<file path="src/rtl/mult_div_pkg.sv">
// Shared definitions for the iterative multiply/divide unit: op encodings,
// FSM states and the divide-by-zero LO pattern.
package mult_div_pkg;

  localparam logic [1:0] OP_MULT  = 2'b00;
  localparam logic [1:0] OP_MULTU = 2'b01;
  localparam logic [1:0] OP_DIV   = 2'b10;
  localparam logic [1:0] OP_DIVU  = 2'b11;

  typedef enum logic [1:0] {
    IDLE,
    RUN,
    FINISH
  } state_e;

  // Wide enough for any supported WIDTH; users slice the low bits.
  localparam logic [63:0] DIV0_LO = '1;

  function automatic logic isSignedOp(input logic [1:0] op);
    return ~op[0];
  endfunction

endpackage

</file>
<file path="src/rtl/mult_div_unit_if.sv">
// Handshake/data bundle between the register-file stage and mult_div_unit.
interface mult_div_unit_if #(parameter int WIDTH = 32);

  logic             start;
  logic [1:0]       op;
  logic [WIDTH-1:0] operand_a;
  logic [WIDTH-1:0] operand_b;
  logic             mthi;
  logic             mtlo;
  logic [WIDTH-1:0] wdata;
  logic [WIDTH-1:0] hi;
  logic [WIDTH-1:0] lo;
  logic             busy;
  logic             done;
  logic             div_by_zero;

  modport master (
    output start, op, operand_a, operand_b, mthi, mtlo, wdata,
    input  hi, lo, busy, done, div_by_zero
  );

  modport slave (
    input  start, op, operand_a, operand_b, mthi, mtlo, wdata,
    output hi, lo, busy, done, div_by_zero
  );

endinterface

</file>
<file path="src/rtl/mult_div_abs.sv">
// Conditional two's-complement negate, used for operand magnitudes on entry
// and for sign correction of results.
module mult_div_abs #(
  parameter int W = 32
) (
  input  logic [W-1:0] i_value,
  input  logic         i_negate,
  output logic [W-1:0] o_value
);

  assign o_value = i_negate ? -i_value : i_value;

endmodule

</file>
<file path="src/rtl/mult_div_unit.sv">
// Iterative MULT/MULTU/DIV/DIVU unit holding HI/LO, with MTHI/MTLO writes.
// Optional MULT_DIV_EARLY_OUT_EN ends multiplies once the multiplier runs out of ones.
module mult_div_unit
  import mult_div_pkg::*;
#(
  parameter int WIDTH = 32
) (
  input  logic            clk,
  input  logic            reset,
  mult_div_unit_if.slave  bus
);

  localparam int CW = $clog2(WIDTH) + 1;

  state_e             r_state;
  logic               r_isDiv;
  logic               r_negLo;
  logic               r_negHi;
  logic               r_div0;
  logic               r_done;
  logic               r_dz;
  logic [CW-1:0]      r_cnt;
  logic [WIDTH-1:0]   r_b;
  logic [WIDTH-1:0]   r_rawA;
  logic [WIDTH-1:0]   r_hi;
  logic [WIDTH-1:0]   r_lo;
  logic [2*WIDTH-1:0] r_acc;
  logic [2*WIDTH-1:0] r_mcand;

  logic               w_signA;
  logic               w_signB;
  logic [WIDTH-1:0]   w_absA;
  logic [WIDTH-1:0]   w_absB;
  logic [2*WIDTH-1:0] w_mulAcc;
  logic [WIDTH:0]     w_remShift;
  logic               w_ge;
  logic [WIDTH-1:0]   w_remNext;
  logic [2*WIDTH-1:0] w_divAcc;
  logic [2*WIDTH-1:0] w_prodFix;
  logic [WIDTH-1:0]   w_quoFix;
  logic [WIDTH-1:0]   w_remFix;
  logic               w_lastIter;

  assign w_signA = isSignedOp(bus.op) & bus.operand_a[WIDTH-1];
  assign w_signB = isSignedOp(bus.op) & bus.operand_b[WIDTH-1];

  mult_div_abs #(.W(WIDTH)) uAbsA (.i_value(bus.operand_a), .i_negate(w_signA), .o_value(w_absA));
  mult_div_abs #(.W(WIDTH)) uAbsB (.i_value(bus.operand_b), .i_negate(w_signB), .o_value(w_absB));

  // Multiply: multiplicand shifts left, multiplier shifts right, so the
  // accumulator is already aligned whenever the run stops.
  assign w_mulAcc = r_acc + (r_b[0] ? r_mcand : '0);

  // Restoring divide: r_acc holds {remainder, dividend/quotient}.
  assign w_remShift = {r_acc[2*WIDTH-1:WIDTH], r_acc[WIDTH-1]};
  assign w_ge       = w_remShift >= {1'b0, r_b};
  assign w_remNext  = w_ge ? (w_remShift[WIDTH-1:0] - r_b) : w_remShift[WIDTH-1:0];
  assign w_divAcc   = {w_remNext, r_acc[WIDTH-2:0], w_ge};

  mult_div_abs #(.W(2*WIDTH)) uFixProd (.i_value(r_acc), .i_negate(r_negLo), .o_value(w_prodFix));
  mult_div_abs #(.W(WIDTH)) uFixQuo (.i_value(r_acc[WIDTH-1:0]), .i_negate(r_negLo), .o_value(w_quoFix));
  mult_div_abs #(.W(WIDTH)) uFixRem (.i_value(r_acc[2*WIDTH-1:WIDTH]), .i_negate(r_negHi), .o_value(w_remFix));

`ifdef MULT_DIV_EARLY_OUT_EN
  assign w_lastIter = (r_cnt == CW'(WIDTH - 1)) | (~r_isDiv & (r_b[WIDTH-1:1] == '0));
`else
  assign w_lastIter = (r_cnt == CW'(WIDTH - 1));
`endif

  always_ff @(posedge clk) begin
    if (!reset) begin
      r_state <= IDLE;
      r_isDiv <= 1'b0;
      r_negLo <= 1'b0;
      r_negHi <= 1'b0;
      r_div0  <= 1'b0;
      r_done  <= 1'b0;
      r_dz    <= 1'b0;
      r_cnt   <= '0;
      r_b     <= '0;
      r_rawA  <= '0;
      r_hi    <= '0;
      r_lo    <= '0;
      r_acc   <= '0;
      r_mcand <= '0;
    end else begin
      r_done <= 1'b0;
      r_dz   <= 1'b0;
      case (r_state)
        IDLE: begin
          if (bus.start) begin
            r_isDiv <= bus.op[1];
            r_negLo <= w_signA ^ w_signB;
            r_negHi <= w_signA;
            r_div0  <= bus.op[1] & (bus.operand_b == '0);
            r_rawA  <= bus.operand_a;
            r_b     <= w_absB;
            r_mcand <= {{WIDTH{1'b0}}, w_absA};
            r_acc   <= bus.op[1] ? {{WIDTH{1'b0}}, w_absA} : '0;
            r_cnt   <= '0;
            r_state <= RUN;
          end else begin
            if (bus.mthi) r_hi <= bus.wdata;
            if (bus.mtlo) r_lo <= bus.wdata;
          end
        end
        RUN: begin
          r_cnt <= r_cnt + CW'(1);
          if (r_isDiv) begin
            r_acc <= w_divAcc;
          end else begin
            r_acc   <= w_mulAcc;
            r_mcand <= r_mcand << 1;
            r_b     <= r_b >> 1;
          end
          if (w_lastIter) r_state <= FINISH;
        end
        FINISH: begin
          if (r_div0) begin
            r_hi <= r_rawA;
            r_lo <= DIV0_LO[WIDTH-1:0];
          end else if (r_isDiv) begin
            r_hi <= w_remFix;
            r_lo <= w_quoFix;
          end else begin
            {r_hi, r_lo} <= w_prodFix;
          end
          r_done  <= 1'b1;
          r_dz    <= r_div0;
          r_state <= IDLE;
        end
        default: r_state <= IDLE;
      endcase
    end
  end

  assign bus.hi          = r_hi;
  assign bus.lo          = r_lo;
  assign bus.busy        = (r_state != IDLE);
  assign bus.done        = r_done;
  assign bus.div_by_zero = r_dz;

endmodule

</file>
<file path="src/flat_wrapper.sv">
// flat-port wrapper written by rule: the top's interface ports become plain ports
module mult_div_unit_flat import mult_div_pkg::*;
#(
  parameter int WIDTH = 32
)
  (clk, reset, bus_start, bus_op, bus_operand_a, bus_operand_b, bus_mthi, bus_mtlo, bus_wdata, bus_hi, bus_lo, bus_busy, bus_done, bus_div_by_zero);
  mult_div_unit_if #(.WIDTH(WIDTH)) bus_i ();
  input  logic clk;
  input  logic reset;
  input wire logic [$bits(bus_i.start)-1:0] bus_start;
  input wire logic [$bits(bus_i.op)-1:0] bus_op;
  input wire logic [$bits(bus_i.operand_a)-1:0] bus_operand_a;
  input wire logic [$bits(bus_i.operand_b)-1:0] bus_operand_b;
  input wire logic [$bits(bus_i.mthi)-1:0] bus_mthi;
  input wire logic [$bits(bus_i.mtlo)-1:0] bus_mtlo;
  input wire logic [$bits(bus_i.wdata)-1:0] bus_wdata;
  output wire logic [$bits(bus_i.hi)-1:0] bus_hi;
  output wire logic [$bits(bus_i.lo)-1:0] bus_lo;
  output wire logic [$bits(bus_i.busy)-1:0] bus_busy;
  output wire logic [$bits(bus_i.done)-1:0] bus_done;
  output wire logic [$bits(bus_i.div_by_zero)-1:0] bus_div_by_zero;
  assign bus_i.start = bus_start;
  assign bus_i.op = bus_op;
  assign bus_i.operand_a = bus_operand_a;
  assign bus_i.operand_b = bus_operand_b;
  assign bus_i.mthi = bus_mthi;
  assign bus_i.mtlo = bus_mtlo;
  assign bus_i.wdata = bus_wdata;
  assign bus_hi = bus_i.hi;
  assign bus_lo = bus_i.lo;
  assign bus_busy = bus_i.busy;
  assign bus_done = bus_i.done;
  assign bus_div_by_zero = bus_i.div_by_zero;
  mult_div_unit #(.WIDTH(WIDTH)) u_core (.clk(clk), .reset(reset), .bus(bus_i));
endmodule
</file>
<file path="config.mk">
export PLATFORM = sky130hd
export DESIGN_NAME = mult_div_unit_flat
export DESIGN_NICKNAME = d
export VERILOG_FILES = /design/src/rtl/mult_div_pkg.sv /design/src/rtl/mult_div_unit_if.sv /design/src/rtl/mult_div_abs.sv /design/src/rtl/mult_div_unit.sv /design/src/flat_wrapper.sv
export SDC_FILE = /design/constraint.sdc
export NUM_CORES = 1
export LEC_CHECK = 0
export CORE_MARGIN = 2
export CORE_UTILIZATION = 45
export CTS_CLUSTER_DIAMETER = 50
export DETAILED_ROUTE_END_ITERATION = 16
export PLACE_DENSITY = 0.6
export SYNTH_ARGS = -nofsm -noshare
export SYNTH_HDL_FRONTEND = slang
export SYNTH_SLANG_ARGS = --single-unit
</file>
<file path="constraint.sdc">
create_clock -name clk -period 3.89 [get_ports clk]
set_input_delay 0.389 -clock clk [delete_from_list [all_inputs] [get_ports clk]]
set_output_delay 0.389 -clock clk [all_outputs]
set_load 0.01 [all_outputs]
</file>
Yosys cells after proc, flatten, opt, wreduce, memory -nomap -nowiden
Index checks and enable logic that the tools add are counted.
{ "totals": {"inputBits": 103, "ff_bits": 270} }
{ "classes": {"mux": 33, "n_reduce_logical": 12, "eq_ne": 9, "add_sub_neg": 8, "n_lt_le_gt_ge": 1, "bitwise_logic": 5} }
{ "op_table": {"columns": ["cell", "n"], "rows": [
  ["32-bit 2-to-1 mux", 16],
  ["64-bit 2-to-1 mux", 6],
  ["64-bit case mux with 2 select lines", 2],
  ["32-bit case mux with 2 select lines", 3],
  ["32-bit negation", 4],
  ["64-bit adder", 1],
  ["64-bit negation", 1],
  ["33-bit by 32-bit greater-or-equal comparator with 1-bit output", 1],
  ["32-bit logical NOT", 1],
  ["32-bit subtractor", 1],
  ["6-bit case mux with 2 select lines", 1],
  ["2-bit != test (second input constant)", 5],
  ["3-bit AND reduction", 3],
  ["2-bit AND reduction", 4],
  ["6-bit by 1-bit adder with 6-bit output (second input constant)", 1],
  ["6-bit by 5-bit == test with 1-bit output (second input constant)", 1],
  ["6-bit 2-to-1 mux", 1],
  ["2-bit nonzero test", 3],
  ["2-bit 2-to-1 mux", 2],
  ["2-bit case mux with 2 select lines", 1],
  ["1-bit AND", 3],
  ["2-bit by 1-bit == test with 1-bit output (second input constant)", 1],
  ["2-bit == test (second input constant)", 1],
  ["2-bit logical NOT", 1],
  ["4 further kinds", 4]
]} }

Longest topological paths before layout
Gate-level depths: netlist of the first run.
{ "logic_depth": {"depth_word": 6, "depth_mapped": 15} }

Cells and area by module
A second synthesis of the first run with hierarchy kept.
{ "unflattened": {"cells_unflattened": 3154, "area_unflattened_um2": 23237.3} }
{ "by_module_without_submodules": {"columns": ["module", "seq_area_each_um2", "area_per_inst_um2", "cells_each", "instances"], "rows": [
  ["mult_div_unit", 5405.2, 18630.4, 2513, 1],
  ["mult_div_abs at u_core.uAbsA ...", 0.0, 767.0, 108, 4],
  ["mult_div_abs at u_core.uFixProd", 0.0, 1539.0, 209, 1]
]} }

Worst setup path before layout of the first run
No wires, ideal clock.
{ "synth_timing": {"kind": "flip-flop to flip-flop", "start": "register u_core.r_b[0]", "end": "register u_core.r_acc[60]", "arrival_time_ns": 3.212, "t_required_ns": 3.758, "stages_incl_launch_ff": 14, "setup_slack_ns": 0.546, "setup_ns": 0.132, "path_cell_list": "dfxtp_1 -> clkbuf_1 -> and2_1 -> ha_1 -> fa_1 -> a211oi_1 -> o21a_1 -> o211ai_1 -> a41o_1 -> a21oi_1 -> nor4_1 -> or4b_2 -> nand4_1 -> o211ai_1"} }
{ "synth_via": {"elab_chain_cells": 4, "word_cells_on_any_way": 7, "cone_classes": "add/sub: 2; order compare: 1; mux: 4"} }
{ "synth_rtl": {"columns": ["item", "line", "text"], "rows": [
  ["start: declaration", "mult_div_unit.sv:23", "logic [WIDTH-1:0] r_b;"],
  ["start signal: assignment", "mult_div_unit.sv:97", "r_b <= w_absB;"],
  ["start signal: assignment", "mult_div_unit.sv:114", "r_b <= r_b >> 1;"],
  ["64-bit 2-to-1 mux, or another cell as far along", "mult_div_unit.sv:52", "assign w_mulAcc = r_acc + (r_b[0] ? r_mcand : '0);"],
  ["64-bit adder or 32-bit 2-to-1 mux (tied branches)", "mult_div_unit.sv:52, mult_div_unit.sv:57", null],
  ["64-bit 2-to-1 mux (*)", "mult_div_unit.sv:109", "if (r_isDiv) begin"],
  ["64-bit case mux with 2 select lines (*)", "mult_div_unit.sv:89", "case (r_state)"],
  ["end signal: assignment", "mult_div_unit.sv:99", "r_acc <= bus.op[1] ? {{WIDTH{1'b0}}, w_absA} : '0;"],
  ["end signal: assignment", "mult_div_unit.sv:110", "r_acc <= w_divAcc;"],
  ["end signal: assignment", "mult_div_unit.sv:112", "r_acc <= w_mulAcc;"],
  ["end: declaration", "mult_div_unit.sv:27", "logic [2*WIDTH-1:0] r_acc;"]
]} }
Every way passes the cells marked *; elsewhere a longest branch is shown, timed or not.
A chain may end at the register's enable or synchronous reset.

Worst setup path in the final report of the first run
{ "layout_timing": {"start": "register u_core.r_b[0]", "end": "register u_core.r_acc[58]"} }
The elaborated chain is that of the path after synthesis.

==> impl_metrics.env, run 1 <==
export IMPL_async_flop_share=0
export IMPL_path_class="flip-flop to flip-flop"
export IMPL_cts_num_sinks=270
export IMPL_clk_path_buf_depth=3
export IMPL_cts_buffers=42
export IMPL_drive_above_1_share=0.07975
export IMPL_status="finished, final reports clean"
export IMPL_core_sq_um=46360
export IMPL_start_util=0.4540
export IMPL_syn_inst=2909
export IMPL_grt_pass1_vias=21260
export IMPL_fmax_mhz=269.1
export IMPL_final_cell_mix="340 x a21oi_1, 321 x nor2_1, 288 x nand2_1, 269 x dfxtp_1, 184 x o21ai_0"
export IMPL_syn_num_nets=3114
export IMPL_ir_drop_uv=324.9
export IMPL_slowest_delay_ns=0.44
export IMPL_wl_per_cell_um=24.19
export IMPL_crit_chain="buf_12 > and2_1 > ha_1 > fa_1 > a211oi_2 > o21a_1 > o21ai_0 > a41o_1 > o21ai_0 > buf_4 > nand3_1 > a21oi_1 > mux2i_1 > o211ai_1"
export IMPL_cts_htree_levels=2
export IMPL_grt_start_max_net_pins=107
export IMPL_drtIter0Drc=2763
export IMPL_finalCriticalPeriod_ns=3.716
export IMPL_skew_ns=0.03914
export IMPL_cp_required_ns=4.31
export IMPL_maxSlewViolCount=0
export IMPL_synth_edf_count=0
export IMPL_worst_pin_slew_ns=0.9143
export IMPL_p_per_area_nw_per_um2=360.6
export IMPL_io_buffer_count=169
export IMPL_hold_viol=0
export IMPL_worstPathArrival_ns=4.14
export IMPL_areaGrowthSynthToFinish_pct=19.62
export IMPL_hp_start="reset"
export IMPL_r2r_start="u_core.r_b[0]"
export IMPL_detail_route_antenna_nets=0
export IMPL_first_pass_iters=8
export IMPL_crit_path_start="u_core.r_b[0]"
export IMPL_die_h_um=220.3
export IMPL_grt_usage=0.3574
export IMPL_syn_mean_instance_area_sq_um=7.235
export IMPL_p_leak_nw=9.879
export IMPL_dp_hpwl_mm=68.13
export IMPL_timing_setup_tns_ns=0
export IMPL_final_core_util=0.5431
export IMPL_root_buffer="clkbuf_16"
export IMPL_dieWidth_um=220.3
export IMPL_synthFlopType="dfxtp_1"
export IMPL_worst_path_max_delay_cell="fa_1"
export IMPL_dp_cells=3603
export IMPL_fin_cells=3681
export IMPL_fin_crit_sh=0.9554
export IMPL_synth_area_sq_um=21050
export IMPL_final_common_cell="a21oi_1"
export IMPL_cts_clk_slew_worst_paths_ns=0.06
export IMPL_cts_tree="yes"
export IMPL_die_area_sq_um=48520
export IMPL_rsz0062_at_grt="no"
export IMPL_fin_ws_ns=0.1736
export IMPL_ys_seq_elements=270
export IMPL_wirelength_mm=89.03
export IMPL_finalWeightedCongestion=0.9972
export IMPL_worstSetupStartpointType="flip-flop"
export IMPL_antenna_found_initial=4
export IMPL_hold_class="input pin to flip-flop"
export IMPL_worstPathMaxFanout=44
export IMPL_num_io_pins=170
export IMPL_relSlewSlack=0.3904
export IMPL_fin_area_sq_um=25180
export IMPL_worstSetupEndpointType="flip-flop"
export IMPL_synth_distinct_cells=83
export IMPL_vias=23370
export IMPL_nets=3246
export IMPL_cap_violations=0
export IMPL_grt_pass1_wl_mm=131.7
export IMPL_clk_latency_ns=0.59
export IMPL_grt_overflow_total=0
export IMPL_drc=0
export IMPL_setup_viol=0
export IMPL_ys_warn_count=0
export IMPL_post_place_ws_ns=0.1418
export IMPL_via_per_inst=6.349
export IMPL_place_area_sq_um=23740
export IMPL_cpMostUsedCell="o21ai_0"
export IMPL_rows=79
export IMPL_ys_seq_area_frac=0.2568
## cells by family after synthesis
| family | after synthesis | share of synthesized area |
|---|---|---|
| AOI/OAI and AO/OA | 1009 | 0.3066 |
| buffers and inverters | 277 | 0.04952 |
| DFF | 270 | 0.2568 |
| and+or+nand+nor | 1042 | 0.2368 |
| muxes | 31 | 0.01486 |
| xor gates and xnor gates | 178 | 0.07407 |
| adders and majority gates | 102 | 0.06135 |
## layout make-up
type                       instances  area [sq um]
multi-input combinational       2362         14650
clock buffer                      50          1131
tap                              607         759.5
clock inverter                    25         290.3
fill                            4549         21180
sequential                       270          5406
antenna                            2         5.005
timing repair buffer             287          2635
inverter                          78         297.8
## timing repair
action / in CTS / in global routing
endpoints found under the setup margin: 0 / 8
endpoints found under the hold margin: 0 / 0
resized for setup: 0 / 1
hold buffers: 0 / 0
buffers inserted: 0 / 1
## sequential cells by signal (all words and copies together) (netlist names), 2 cells and up
name	count
u_core.r_mcand	64
u_core.r_cnt	6
u_core.r_rawA	32
u_core.bus.hi	32
u_core.r_state	2
u_core.r_b	32
u_core.r_acc	64
u_core.bus.lo	32
## metrics by stage
| stage | power, mW | hold slack, ns |
|---|---|---|
| 2_1_floorplan | 4.330 | 0.4312 |
| 3_3_place_gp | 5.173 | 0.4396 |
| 3_5_place_dp | 5.192 | 0.4443 |
| 4_1_cts | 9.061 | 0.3536 |
| 5_1_grt | 9.427 | 0.4019 |
| 6_report | 9.078 | 0.3701 |
## per-layer routing
metal,routed length (um),up-vias,GRT usage,share of wire
li1,-,10930,-,-
met1,40790,11140,0.5327,0.46
met2,36590,1165,0.5160,0.41
met3,9341,140,0.07601,0.10
met4,2302,2,0.09306,0.026
met5,12,-,0,0.00013
## report_power, final
group          internal [mW]  leakage, nW  switching [mW]
Combinational          0.793         6.99            1.36
Sequential              2.92         2.21           0.143
Clock                   2.32        0.686            1.54
## Yosys cell counts (all sizes together) (42+ instances only)
cell type  instances  share of area
o21ai            187          0.044
inv               78          0.014
o211ai            45          0.016
clkbuf           176          0.031
nor3              68          0.016
nor2             325          0.058
a22oi             42          0.015
a21oi            340          0.081
ha               100          0.059
xor2              57          0.024
nand2            288          0.051
and2              77          0.023
a211oi            63          0.022
dfxtp            270           0.26
a21o              57          0.020
xnor2            121          0.050
nand3             76          0.018
## worst max-delay path: cells and delay by family (launching register included)
kind            cells  cell delay, ns
buf+inv             2            0.33
simple gates        2            0.40
fa+ha+maj           2            0.64
flops               1            0.33
compound gates      7            1.53
mux                 1            0.30
## path summary, 6_finish.rpt
check | endpoint | slack [ns] | depth (start not counted)
setup / recovery | u_core.r_acc[58] | 0.17 | 14
hold / removal | u_core.r_state[1] | 0.37 | 3
setup reg to reg | u_core.r_acc[58] | 0.17 | 14
hold reg to reg | u_core.r_b[1] | 0.45 | 2
(Power assumes the default switching activity.)
==> inputs of run 2 (changes only) <==
--- a/config.mk
+++ b/config.mk
@@ -5,7 +5,7 @@
 export SDC_FILE = /design/constraint.sdc
 export NUM_CORES = 1
 export LEC_CHECK = 0
-export CORE_MARGIN = 2
+export CORE_MARGIN = 1
 export CORE_UTILIZATION = 45
 export CTS_CLUSTER_DIAMETER = 50
 export DETAILED_ROUTE_END_ITERATION = 16
==> run 2 against run 1 <==
Net effect:
- global-route usage increased by 0.63 points
- critical path depth unchanged
- cell count about the same
- critical path type unchanged
- critical endpoint is now u_core.r_acc[54]
==> impl_metrics.env, run 2 (synthesized netlist as in run 1, its figures left out) <==
export IMPL_status="finished, final reports clean"
export IMPL_cts_num_sinks=270
export IMPL_cts_htree_levels=2
export IMPL_cts_tree="yes"
export IMPL_hp_start="reset"
export IMPL_clk_latency_ns=0.59
export IMPL_ir_drop_uv=393.9
export IMPL_whs_endpoint="u_core.r_state[1]"
export IMPL_root_buffer="clkbuf_16"
export IMPL_fmax_mhz=270.9
export IMPL_grt_pass1_wl_mm=133.1
export IMPL_die_area_sq_um=47640
export IMPL_worst_path_max_delay_cell="fa_1"
export IMPL_hold_class="input pin to flip-flop"
export IMPL_nets=3253
export IMPL_final_cell_mix="339 x a21oi_1, 321 x nor2_1, 288 x nand2_1, 269 x dfxtp_1, 184 x o21ai_0"
export IMPL_drtIter0Drc=2727
export IMPL_rsz0062_at_grt="no"
export IMPL_drc=0
export IMPL_core_sq_um=45770
export IMPL_critical_path_buf_inv_count=2
export IMPL_hold_buffers=0
export IMPL_post_place_ws_ns=0.2010
export IMPL_finalWeightedCongestion=1.047
export IMPL_fin_crit_sh=0.9488
export IMPL_fin_ws_ns=0.1991
export IMPL_skew_ns=0.02751
export IMPL_final_common_cell="a21oi_1"
export IMPL_dp_cells=3603
export IMPL_cap_violations=0
export IMPL_cpMostUsedCell="o21ai_0"
export IMPL_vias=23640
export IMPL_start_util=0.4598
export IMPL_antenna_found_initial=4
export IMPL_clkPwrFrac=0.434
export IMPL_die_h_um=218.3
export IMPL_worstPathArrival_ns=4.13
export IMPL_p_int_mw=6.099
export IMPL_num_io_pins=170
export IMPL_holdWs_ns=0.3389
export IMPL_path_class="flip-flop to flip-flop"
export IMPL_via_per_inst=6.418
export IMPL_cp_required_ns=4.33
export IMPL_drive_above_1_share=0.08241
export IMPL_timing_setup_tns_ns=0
export IMPL_grt_usage=0.3637
export IMPL_grt_pass1_vias=21650
export IMPL_p_leak_nw=9.939
export IMPL_cts_clk_slew_worst_paths_ns=0.06
export IMPL_slowest_delay_ns=0.43
export IMPL_crit_path_start="u_core.r_b[0]"
export IMPL_p_sw_frac=0.3340
export IMPL_areaGrowthSynthToFinish_pct=20.11
export IMPL_worstSetupStartpointType="flip-flop"
export IMPL_io_buffer_count=169
export IMPL_setup_viol=0
export IMPL_fin_cells=3684
export IMPL_rows=78
export IMPL_grt_overflow_total=0
export IMPL_r2r_slack_ns=0.20
export IMPL_cts_buffers=43
export IMPL_first_pass_iters=8
export IMPL_hold_viol=0
export IMPL_finalCriticalPeriod_ns=3.691
export IMPL_pwr_share_comb=0.233
export IMPL_reg_top3="u_core.r_acc (64), u_core.r_mcand (64)"
export IMPL_dp_hpwl_mm=67.82
export IMPL_relSlewSlack=0.3484
export IMPL_nFillCells=4514
export IMPL_worstPathMaxFanout=36
export IMPL_ff2ff_path_depth=14
export IMPL_dieWidth_um=218.3
export IMPL_postCtsSetupBuffers=0
export IMPL_p_per_area_nw_per_um2=362.3
export IMPL_worst_pin_slew_ns=0.9774
export IMPL_r2r_start="u_core.r_b[0]"
export IMPL_clk_path_buf_depth=3
export IMPL_detail_route_antenna_nets=0
export IMPL_maxSlewViolCount=0
export IMPL_whs_path_depth=4
export IMPL_cp_top_family="compound AO/OA/AOI/OAI gates"
export IMPL_r2r_end="u_core.r_acc[54]"
export IMPL_wirelength_mm=88.82
export IMPL_switching_power_mw=3.059
export IMPL_grt_start_max_net_pins=194
export IMPL_crit_chain="buf_12 > and2_1 > ha_1 > fa_1 > a211oi_1 > o21a_1 > o21ai_0 > a41o_1 > o21ai_0 > buf_4 > nand3_1 > a211oi_2 > xnor2_1 > o221ai_1"
export IMPL_wl_per_cell_um=24.11
export IMPL_p_seq_frac=0.333
export IMPL_worstSetupEndpointType="flip-flop"
==> run 2: changes by cell type in the layout (fill, tap and decap cells not counted), moves of 2 or more <==
cell and delta:
clkbuf_1 +3, inv_8 +3, clkinv_4 -3, inv_6 +2, buf_4 +5, clkbuf_16 +2, clkinv_2 -2
==> run 2: tightest hold or removal path, delay by kind of cell <==
family                 cells  cell delay [ns]
buffers and inverters      2             0.35
AND/OR/NAND/NOR            2             0.12
==> run 2: layout make-up <==
cell class / count / area (sq um) / area share
inverters: 78 / 297.8 / 0.01178
clock inverters: 23 / 259.0 / 0.01025
diodes: 2 / 5.005 / 0.0001980
multi-input cells: 2362 / 14660 / 0.5800
clock buffers: 56 / 1206 / 0.04772
repair buffers: 293 / 2693 / 0.1065
well taps: 600 / 750.7 / 0.02970
flip-flops and latches: 270 / 5406 / 0.2139
==> run 2: timing repair <==
item | in CTS | in global routing
endpoints found under the hold margin | 0 | 0
resized for setup | 0 | 3
setup endpoints to repair | 0 | 4
==> run 2: per-layer routing <==
metal	vias up	wire (um)	track usage
li1	10940	-	-
met4	2	2108	0.09790
met2	1156	36980	0.5319
met5	-	11	0
met3	136	8590	0.06583
met1	11410	41120	0.5391
==> run 2: how the worst max path moves through the flow <==
| stage | end | slack (ns) | depth (start not counted) |
|---|---|---|---|
| floorplan | u_core.r_acc[60] | 0.55 | 13 |
| global placement | u_core.r_acc[60] | 0.20 | 13 |
| finish | u_core.r_acc[54] | 0.20 | 14 |
| global route | u_core.r_acc[54] | 0.03 | 14 |
| detailed placement | u_core.r_acc[60] | 0.20 | 13 |
| CTS | u_core.r_acc[60] | 0.17 | 13 |
==> run 2: power by group through the flow <==
stage                     Combinational [mW]  Sequential (mW)  Clock [mW]
final                                   2.13             3.05        3.97
after global routing                    2.29             3.07        4.12
after CTS                               2.08             3.05        4.02
after detailed placement                2.07             3.11           0
after global placement                  2.05             3.10           0
after floorplan                         1.23             3.10           0
==> run 2: metrics by stage <==
step | utilization | instance area [sq um] | total power, mW
CTS | 0.5519 | 25260 | 9.147
global route | 0.5523 | 25280 | 9.480
finish | 0.5523 | 25280 | 9.159
detailed placement | 0.5198 | 23790 | 5.177
global placement | 0.5198 | 23790 | 5.154
floorplan | - | 21050 | 4.330
